==> config.mk <==
export PLATFORM = sky130hd
export DESIGN_NAME = ssd_scan_ctrl
export DESIGN_NICKNAME = d
export VERILOG_FILES = /design/src/rtl/ssd_scan_ctrl.sv
export SDC_FILE = /design/constraint.sdc
export NUM_CORES = 1
export LEC_CHECK = 0
export CORE_MARGIN = 2
export CORE_UTILIZATION = 55
export DETAILED_ROUTE_END_ITERATION = 6
export GPL_TIMING_DRIVEN = 0
export HOLD_SLACK_MARGIN = 0.08
export PLACE_DENSITY = 0.79
export SETUP_SLACK_MARGIN = 0.15
export SKIP_LAST_GASP = 1
export SLEW_MARGIN = 20
export SYNTH_ARGS = -nofsm -noshare
export SYNTH_HDL_FRONTEND = slang
export SYNTH_SLANG_ARGS = --single-unit
==> constraint.sdc <==
create_clock -name i_clk -period 3.2 [get_ports i_clk]
set_input_delay 0.64 -clock i_clk [delete_from_list [all_inputs] [get_ports i_clk]]
set_output_delay 0.64 -clock i_clk [all_outputs]
set_load 0.05 [all_outputs]
==> src/rtl/ssd_scan_ctrl.sv <==
// Time-multiplexed seven-segment scanner with per-digit enable/dp/blink, PWM dimming and
// a pending/active digit buffer that swaps only on frame boundaries.
module ssd_scan_ctrl #(
  parameter int unsigned NUM_DIGITS   = 8,
  parameter int unsigned SCAN_LOG2    = 18,
  parameter int unsigned DIM_BITS     = 3,
  parameter int unsigned BLINK_FRAMES = 48
) (
  input  logic                    i_clk,
  input  logic                    i_rst_n,
  input  logic [4*NUM_DIGITS-1:0] i_digits,
  input  logic [NUM_DIGITS-1:0]   i_digit_en,
  input  logic [NUM_DIGITS-1:0]   i_dp_in,
  input  logic [NUM_DIGITS-1:0]   i_blink_en,
  input  logic [DIM_BITS-1:0]     i_brightness,
  input  logic                    i_load,
  output logic                    o_load_pending,
  output logic [NUM_DIGITS-1:0]   o_an,
  output logic [6:0]              o_cathodes,
  output logic                    o_dp,
  output logic                    o_frame_done
);

  localparam int unsigned IdxW   = $clog2(NUM_DIGITS);
  localparam int unsigned BlinkW = $clog2(BLINK_FRAMES + 1);
  localparam logic [IdxW-1:0]   LastIdx   = IdxW'(NUM_DIGITS - 1);
  localparam logic [BlinkW-1:0] LastBlink = BlinkW'(BLINK_FRAMES - 1);

  logic [SCAN_LOG2-1:0]    r_slot;
  logic [IdxW-1:0]         r_idx;
  logic [BlinkW-1:0]       r_blink_cnt;
  logic                    r_blink_off;
  logic [4*NUM_DIGITS-1:0] r_pend_digits, r_act_digits;
  logic [NUM_DIGITS-1:0]   r_pend_en, r_act_en;
  logic [NUM_DIGITS-1:0]   r_pend_dp, r_act_dp;
  logic [NUM_DIGITS-1:0]   r_pend_blink, r_act_blink;
  logic                    r_load_pending;
  logic [NUM_DIGITS-1:0]   r_an;
  logic [6:0]              r_cathodes;
  logic                    r_dp;
  logic                    r_frame_done;

  logic                    w_slot_wrap;
  logic                    w_frame_wrap;
  logic [DIM_BITS-1:0]     w_phase;
  logic                    w_lit;
  logic [3:0]              w_digit;
  logic [NUM_DIGITS-1:0]   w_an_onecold;

  function automatic logic [6:0] hex7(input logic [3:0] v);
    case (v)
      4'h0:    hex7 = 7'b0000001;
      4'h1:    hex7 = 7'b1001111;
      4'h2:    hex7 = 7'b0010010;
      4'h3:    hex7 = 7'b0000110;
      4'h4:    hex7 = 7'b1001100;
      4'h5:    hex7 = 7'b0100100;
      4'h6:    hex7 = 7'b0100000;
      4'h7:    hex7 = 7'b0001111;
      4'h8:    hex7 = 7'b0000000;
      4'h9:    hex7 = 7'b0000100;
      4'hA:    hex7 = 7'b0001000;
      4'hB:    hex7 = 7'b1100000;
      4'hC:    hex7 = 7'b0110001;
      4'hD:    hex7 = 7'b1000010;
      4'hE:    hex7 = 7'b0110000;
      default: hex7 = 7'b0111000;
    endcase
  endfunction

  always_comb begin
    w_slot_wrap  = &r_slot;
    w_frame_wrap = w_slot_wrap && (r_idx == LastIdx);
    w_phase      = r_slot[SCAN_LOG2-1 -: DIM_BITS];
    w_digit      = r_act_digits[{r_idx, 2'b00} +: 4];
    w_an_onecold = ~(NUM_DIGITS'(1) << r_idx);
    // Brightness is taken live; only the digit content is double-buffered.
    w_lit        = (w_phase <= i_brightness) && r_act_en[r_idx] &&
                   !(r_act_blink[r_idx] && r_blink_off);
  end

  always_ff @(posedge i_clk) begin
    if (!i_rst_n) begin
      r_slot         <= '0;
      r_idx          <= '0;
      r_blink_cnt    <= '0;
      r_blink_off    <= 1'b0;
      r_pend_digits  <= '0;
      r_pend_en      <= '0;
      r_pend_dp      <= '0;
      r_pend_blink   <= '0;
      r_act_digits   <= '0;
      r_act_en       <= '0;
      r_act_dp       <= '0;
      r_act_blink    <= '0;
      r_load_pending <= 1'b0;
      r_an           <= '1;
      r_cathodes     <= '1;
      r_dp           <= 1'b1;
      r_frame_done   <= 1'b0;
    end else begin
      r_slot       <= r_slot + 1'b1;
      r_frame_done <= w_frame_wrap;
      if (w_slot_wrap) begin
        r_idx <= (r_idx == LastIdx) ? '0 : r_idx + 1'b1;
      end

      if (i_load) begin
        r_pend_digits <= i_digits;
        r_pend_en     <= i_digit_en;
        r_pend_dp     <= i_dp_in;
        r_pend_blink  <= i_blink_en;
      end

      if (w_frame_wrap) begin
        // A load coincident with the wrap bypasses pending and is shown at once.
        if (i_load) begin
          r_act_digits <= i_digits;
          r_act_en     <= i_digit_en;
          r_act_dp     <= i_dp_in;
          r_act_blink  <= i_blink_en;
        end else begin
          r_act_digits <= r_pend_digits;
          r_act_en     <= r_pend_en;
          r_act_dp     <= r_pend_dp;
          r_act_blink  <= r_pend_blink;
        end
        r_load_pending <= 1'b0;
        if (r_blink_cnt == LastBlink) begin
          r_blink_cnt <= '0;
          r_blink_off <= ~r_blink_off;
        end else begin
          r_blink_cnt <= r_blink_cnt + 1'b1;
        end
      end else if (i_load) begin
        r_load_pending <= 1'b1;
      end

      if (w_lit) begin
        r_an       <= w_an_onecold;
        r_cathodes <= hex7(w_digit);
        r_dp       <= ~r_act_dp[r_idx];
      end else begin
        r_an       <= '1;
        r_cathodes <= '1;
        r_dp       <= 1'b1;
      end
    end
  end

  assign o_load_pending = r_load_pending;
  assign o_an           = r_an;
  assign o_cathodes     = r_cathodes;
  assign o_dp           = r_dp;
  assign o_frame_done   = r_frame_done;

endmodule

==> impl_metrics.env, run 1 <==
export IMPL_status="finished, violations left"
export IMPL_violations="design-rule violations"
export IMPL_slew_headroom_pct=44.2
export IMPL_cts_buffers=17
export IMPL_required_ns=3.47
export IMPL_crit_start="r_idx[0]"
export IMPL_place_area_um2=7490
export IMPL_crit_type="reg -> reg"
export IMPL_synth_area_leader_cell="dfxtp_1"
export IMPL_slowest_stage="mux4_2"
export IMPL_crit_fanout=10
export IMPL_io_pins=80
export IMPL_first_iter_violations=310
export IMPL_postSynthAreaPerCell_um2=9.60
export IMPL_final_nets=856
export IMPL_cp_num_cells=9
export IMPL_vias_per_cell=5.37
export IMPL_worstMarginPinSlew_ns=0.837
export IMPL_r2r_slack_ns=0.39
export IMPL_p_leak_nw=3.09
export IMPL_fin_area_um2=8080
export IMPL_initial_core_util_pct=56.7
export IMPL_grt_pass1_vias=5028
export IMPL_clk_path_buf_depth=2
export IMPL_crit_path_end="o_cathodes[1]"
export IMPL_crit_top_cell="buf_6"
export IMPL_die_h_um=113
export IMPL_fillCellCount=868
export IMPL_ir_worst_vdd_v=0.000327
export IMPL_synthArstFlopShare_pct=0
export IMPL_worstSkewPairLatency_ns=0.43
export IMPL_utilization_pct=70.2
export IMPL_grt_start_max_net_pins=17
export IMPL_skew_ns=0.00756
export IMPL_insertedDiodeCount=0
export IMPL_drc_errors=4
export IMPL_synth_common_cells="158 x dfxtp_1, 107 x nand2_1, 62 x a21oi_1"
export IMPL_fmax_mhz=356
export IMPL_grtUsageTotal_pct=23.5
export IMPL_hold_path_class="reg -> reg"
export IMPL_synth_flop_cell="dfxtp_1"
export IMPL_cap_violations=0
export IMPL_r2r_cells=9
export IMPL_cp_cell_sequence="buf_6 -> buf_6 -> mux4_2 -> mux2i_2 -> inv_1 -> ha_1 -> mux2_2 -> nand2_1 -> o211ai_1"
export IMPL_synthCells=680
export IMPL_yosys_warnings=0
export IMPL_hold_viol=0
export IMPL_critical_path_top_delay_family="multiplexers"
export IMPL_worst_slack_ns=0.394
export IMPL_max_stage_delay_ns=0.55
export IMPL_area_growth_pct=23.8
export IMPL_dp_hpwl_um=10200
export IMPL_cts_hold_buf=0
export IMPL_layout_drive_gt1_share_pct=11.6
export IMPL_yosys_top_cells_area="dfxtp_1 48%, nand2_1 6.2%, mux2i_1 5.8%"
export IMPL_r2r_start="r_idx[0]"
export IMPL_cp_buffers_inverters=3
export IMPL_fp_dieW_um=113
export IMPL_syn_num_nets=759
export IMPL_core_area_um2=11500
export IMPL_seq_area_frac_synth_pct=48.4
export IMPL_cts_setup_buffers=0
export IMPL_yosysMostFrequentCell="dfxtp_1"
export IMPL_drt_pass1_iterations=7
export IMPL_crit_path_end_kind="flop"
export IMPL_timing_rr_end="o_cathodes[1]"
export IMPL_rsz0062_at_grt="false"
export IMPL_synth_top_area_share_pct=48.4
export IMPL_period_needed_ns=2.81
export IMPL_tns_ns=0
export IMPL_synth_seq_cells=158
export IMPL_arrival_ns=3.08
export IMPL_path_clk_slew_ns=0.06
export IMPL_syn_cell_area_um2=6530
export IMPL_die_area_um2=12800
export IMPL_cp_start_kind="flop"
export IMPL_drt_wirelength_per_cell_um=15.0
export IMPL_finalCritPeriodShare_pct=87.7
export IMPL_power_density_nw_per_um2=527
export IMPL_ant_nets=0
export IMPL_place_gp_congestion=0.862
export IMPL_wl_um=14000
export IMPL_htreeDepth=4
export IMPL_num_vias=5013
export IMPL_num_rows=39
export IMPL_grt_ovfl_total=0
export IMPL_dpl_worst_slack_ns=0.0898
export IMPL_antenna_found_initial=0
export IMPL_finalSetupViolations=0
export IMPL_synth_cell_type_count=40
export IMPL_reg_largest_list="r_act_digits: 32 flops, r_pend_digits: 32 flops, r_slot: 18 flops"
export IMPL_grt_pass1_wl_um=23400
export IMPL_synth_edff_count=0
export IMPL_clock_sinks=158
export IMPL_port_buffers=78
export IMPL_maxSlewViolCount=0
export IMPL_cts_tree="done"
export IMPL_clock_root_buffer="clkbuf_16"
[cells by family (layout without fill, tap and decap cells)]
logic type                 Yosys count  count (layout)  share of synthesized area [%]
buffers and inverters               60             170                           4.16
muxes                               79              79                           15.4
xor gates and xnor gates            17              17                           2.28
AOI/OAI and AO/OA                   81              81                           7.00
DFF                                158             158                           48.4
adders and majority gates           17              17                           3.26
and+or+nand+nor                    268             268                           19.5
[layout make-up]
type | instances | area (um2) | area share (%)
sequential | 158 | 3160 | 39.1
multi-input combinational | 462 | 3100 | 38.3
timing repair buffer | 78 | 781 | 9.66
clock buffer | 26 | 509 | 6.30
buffer | 44 | 213 | 2.63
tap | 143 | 179 | 2.21
clock inverter | 6 | 80.1 | 0.991
inverter | 16 | 60.1 | 0.743
[through the flow]
stage | instances | hold WS, ns | power [mW]
after floorplan | 680 | 0.426 | 2.20
after global placement | 901 | 0.439 | 2.31
after detailed placement | 901 | 0.444 | 2.31
after CTS | 933 | 0.451 | 4.29
after global routing | 933 | 0.469 | 4.42
final | 933 | 0.452 | 4.26
[worst min path at each step]
stage / cells after the start / slack (ns) / end / startpoint
floorplan: 1 / 0.43 / r_slot[0] / r_slot[0]
global placement: 1 / 0.44 / r_slot[0] / r_slot[0]
detailed placement: 2 / 0.44 / r_act_digits[9] / r_act_digits[9]
CTS: 2 / 0.45 / r_act_digits[9] / r_act_digits[9]
global route: 2 / 0.47 / r_act_dp[0] / r_act_dp[0]
finish: 2 / 0.45 / r_act_digits[9] / r_act_digits[9]
[repair_timing]
item | CTS | global route
gates cloned | 0 | 0
gates resized for setup | 1 | 2
endpoints found under the setup margin | 1 | 2
pin swaps | 0 | 0
[metal layers]
metal | track usage (%) | routed length [um] | up-vias
li1 | - | - | 2473
met1 | 28.1 | 5940 | 2388
met2 | 40.1 | 7160 | 131
met3 | 5.14 | 584 | 21
met4 | 11.4 | 351 | 0
met5 | 0 | 0 | -
[tightest hold or removal path: stages, from the launching register on]
cell	delay, ns
dfxtp_1	0.30
nand2_1	0.05
a21oi_1	0.05
[power breakdown]
| part | switching, mW | internal (mW) |
|---|---|---|
| clock network | 0.745 | 1.25 |
| registers | 0.0137 | 2.01 |
| logic | 0.105 | 0.139 |
[cell usage in the layout (no fill, tap or decap), drive strengths merged, types with 4 or more instances in the layout]
master         Yosys  final
buf               18     18
dfxtp            158    158
and3               4      4
clkinv             0      4
or3                5      5
nand2            107    107
a21oi             62     62
mux4              14     14
and2              26     26
xor2              10     10
nand2b            31     31
o21ai              8      8
nand4              7      7
clkbuf            26     52
ha                17     17
inv               16     16
mux2i             39     39
mux2              26     26
nor2              58     58
nor3               7      7
xnor2              7      7
clkdlybuf4s50      0     78
nand3             13     13
(Power assumes the default switching activity.)
==> run 2: changes to the inputs <==
==> constraint.sdc (replaced) <==
create_clock -name i_clk -period 2.8 [get_ports i_clk]
set_input_delay 0.56 -clock i_clk [delete_from_list [all_inputs] [get_ports i_clk]]
set_output_delay 0.56 -clock i_clk [all_outputs]
set_load 0.05 [all_outputs]
==> run 2 against run 1 <==
Against the previous run:
- the flow still finishes with violations (design-rule violations)
- register-to-register slack got worse by 0.13 ns
- design area rose by 0.26%
- core utilization rose by 0.18 points
- clock skew rose by 0.0014 ns
- sequential share of layout area fell by 0.087 points
- fmax rose by 11%
==> impl_metrics.env, run 2 (synthesis results as in run 1) <==
export IMPL_die_area_um2=12800
export IMPL_clk_path_buf_depth=2
export IMPL_netSwitchingPower_mw=0.988
export IMPL_dp_cells=901
export IMPL_cts_buffers=17
export IMPL_grt_pass1_wl_um=23300
export IMPL_violations="design-rule violations"
export IMPL_maxSlewViolCount=0
export IMPL_reg_largest_list="r_act_digits: 32 flops, r_pend_digits: 32 flops, r_slot: 18 flops"
export IMPL_crit_type="reg -> reg"
export IMPL_drt_pass1_iterations=7
export IMPL_busiest_layer="met2"
export IMPL_ant_nets=0
export IMPL_hold_viol=0
export IMPL_port_buffers=78
export IMPL_path_clk_slew_ns=0.06
export IMPL_wl_um=14200
export IMPL_io_pins=80
export IMPL_combPwrFrac_pct=5.7
export IMPL_required_ns=3.07
export IMPL_final_common_cell="dfxtp_1"
export IMPL_grt_pass1_vias=5018
export IMPL_grt_ovfl_total=0
export IMPL_crit_path_end_kind="flop"
export IMPL_power_density_nw_per_um2=601
export IMPL_use_met3_pct=5.09
export IMPL_clock_sinks=158
export IMPL_arrival_ns=2.81
export IMPL_vias_per_cell=5.40
export IMPL_slew_headroom_pct=44.0
export IMPL_grt_start_max_net_pins=17
export IMPL_final_cell_mix="157 x dfxtp_1, 107 x nand2_1, 78 x clkdlybuf4s50_1"
export IMPL_hold_path_class="reg -> reg"
export IMPL_met1_usage_pct=28.1
export IMPL_die_h_um=113
export IMPL_cap_violations=0
export IMPL_drt_wirelength_per_cell_um=15.2
export IMPL_first_iter_violations=280
export IMPL_antenna_found_initial=0
export IMPL_p_leak_nw=3.10
export IMPL_drc_errors=4
export IMPL_insertedDiodeCount=0
export IMPL_grtUsageTotal_pct=23.5
export IMPL_htreeDepth=4
export IMPL_final_nets=857
export IMPL_dp_hpwl_um=10200
export IMPL_p_sw_share_pct=20.3
export IMPL_finalSetupViolations=0
export IMPL_ir_worst_vdd_v=0.000374
export IMPL_skew_ns=0.00894
export IMPL_period_needed_ns=2.54
export IMPL_utilization_pct=70.4
export IMPL_core_area_um2=11500
export IMPL_status="finished, violations left"
export IMPL_num_vias=5048
export IMPL_cts_tree="done"
export IMPL_initial_core_util_pct=56.7
export IMPL_pwr_share_seq_pct=47.6
export IMPL_num_rows=39
export IMPL_area_growth_pct=24.1
export IMPL_worstMarginPinSlew_ns=0.840
export IMPL_finalCritPeriodShare_pct=90.6
export IMPL_layout_drive_gt1_share_pct=11.9
export IMPL_crit_fanout=10
export IMPL_cp_start_kind="flop"
export IMPL_fp_dieW_um=113
export IMPL_grt_use_met2_pct=40.2
export IMPL_place_gp_congestion=0.862
export IMPL_worstSkewPairLatency_ns=0.43
export IMPL_fillCellCount=864
export IMPL_internal_power_mw=3.88
export IMPL_rsz0062_at_grt="false"
export IMPL_fmax_mhz=394
export IMPL_final_cells=934
export IMPL_cts_hold_buf=0
export IMPL_clock_power_share_pct=46.7
export IMPL_clock_root_buffer="clkbuf_16"
[run 2: worst max-delay path: stages, from the launching register on]
cell      delay [ns]
dfxtp_1         0.36
clkbuf_2        0.26
buf_2           0.34
mux4_2          0.40
mux2i_4         0.21
inv_1           0.09
ha_1            0.26
mux2_2          0.28
nand2_1         0.07
o211ai_1        0.09
[run 2: per-stage QoR]
stage | power, mW | setup slack (ns) | cell area [um2] | hold slack, ns | TNS, ns
CTS | 4.90 | 0.252 | 8100 | 0.451 | 0
finish | 4.87 | 0.264 | 8100 | 0.452 | 0
detailed placement | 2.64 | -0.310 | 7490 | 0.444 | -0.775
global route | 5.05 | 0.153 | 8100 | 0.469 | 0
global placement | 2.63 | -0.222 | 7490 | 0.439 | -0.423
floorplan | 2.51 | 0.352 | 6530 | 0.426 | 0
[run 2: power groups by stage]
stage	sequential [mW]	combinational, mW	clock, mW
after detailed placement	2.37	0.278	0
after floorplan	2.36	0.149	0
after global placement	2.36	0.272	0
after CTS	2.32	0.281	2.30
final	2.32	0.279	2.28
after global routing	2.32	0.305	2.42
[run 2: final cells by class]
cell class                      instances  area [um2]  share of cell area [%]
Multi-Input combinational cell        462        3110                    38.3
Buffer                                 44         216                    2.67
Tap cell                              143         179                    2.21
Inverter                               16        60.1                   0.741
Clock buffer                           26         509                    6.28
Sequential cell                       158        3160                    39.0
Clock inverter                          6        80.1                   0.988
Timing Repair Buffer                   79         788                    9.73
[run 2: final timing paths]
path	from	end	slack, ns	cells after the start
min	r_act_digits[9]	r_act_digits[9]	0.45	2
max	r_idx[1]	o_cathodes[1]	0.26	9
max reg2reg	r_idx[1]	o_cathodes[1]	0.26	9
min reg2reg	r_act_digits[9]	r_act_digits[9]	0.45	2
[run 2: metal layers]
metal	share of wire (%)	wire length, um
met1	42	5900
met4	2.5	355
met5	0	0
met2	51	7240
met3	4.8	677
[run 2: what timing repair did]
item / in CTS / in global routing
endpoints found under the setup margin: 7 / 12
hold endpoints to repair: 0 / 0
cloned: 0 / 0
resized for setup: 3 / 2
pin swaps: 0 / 1
setup buffers: 1 / 0
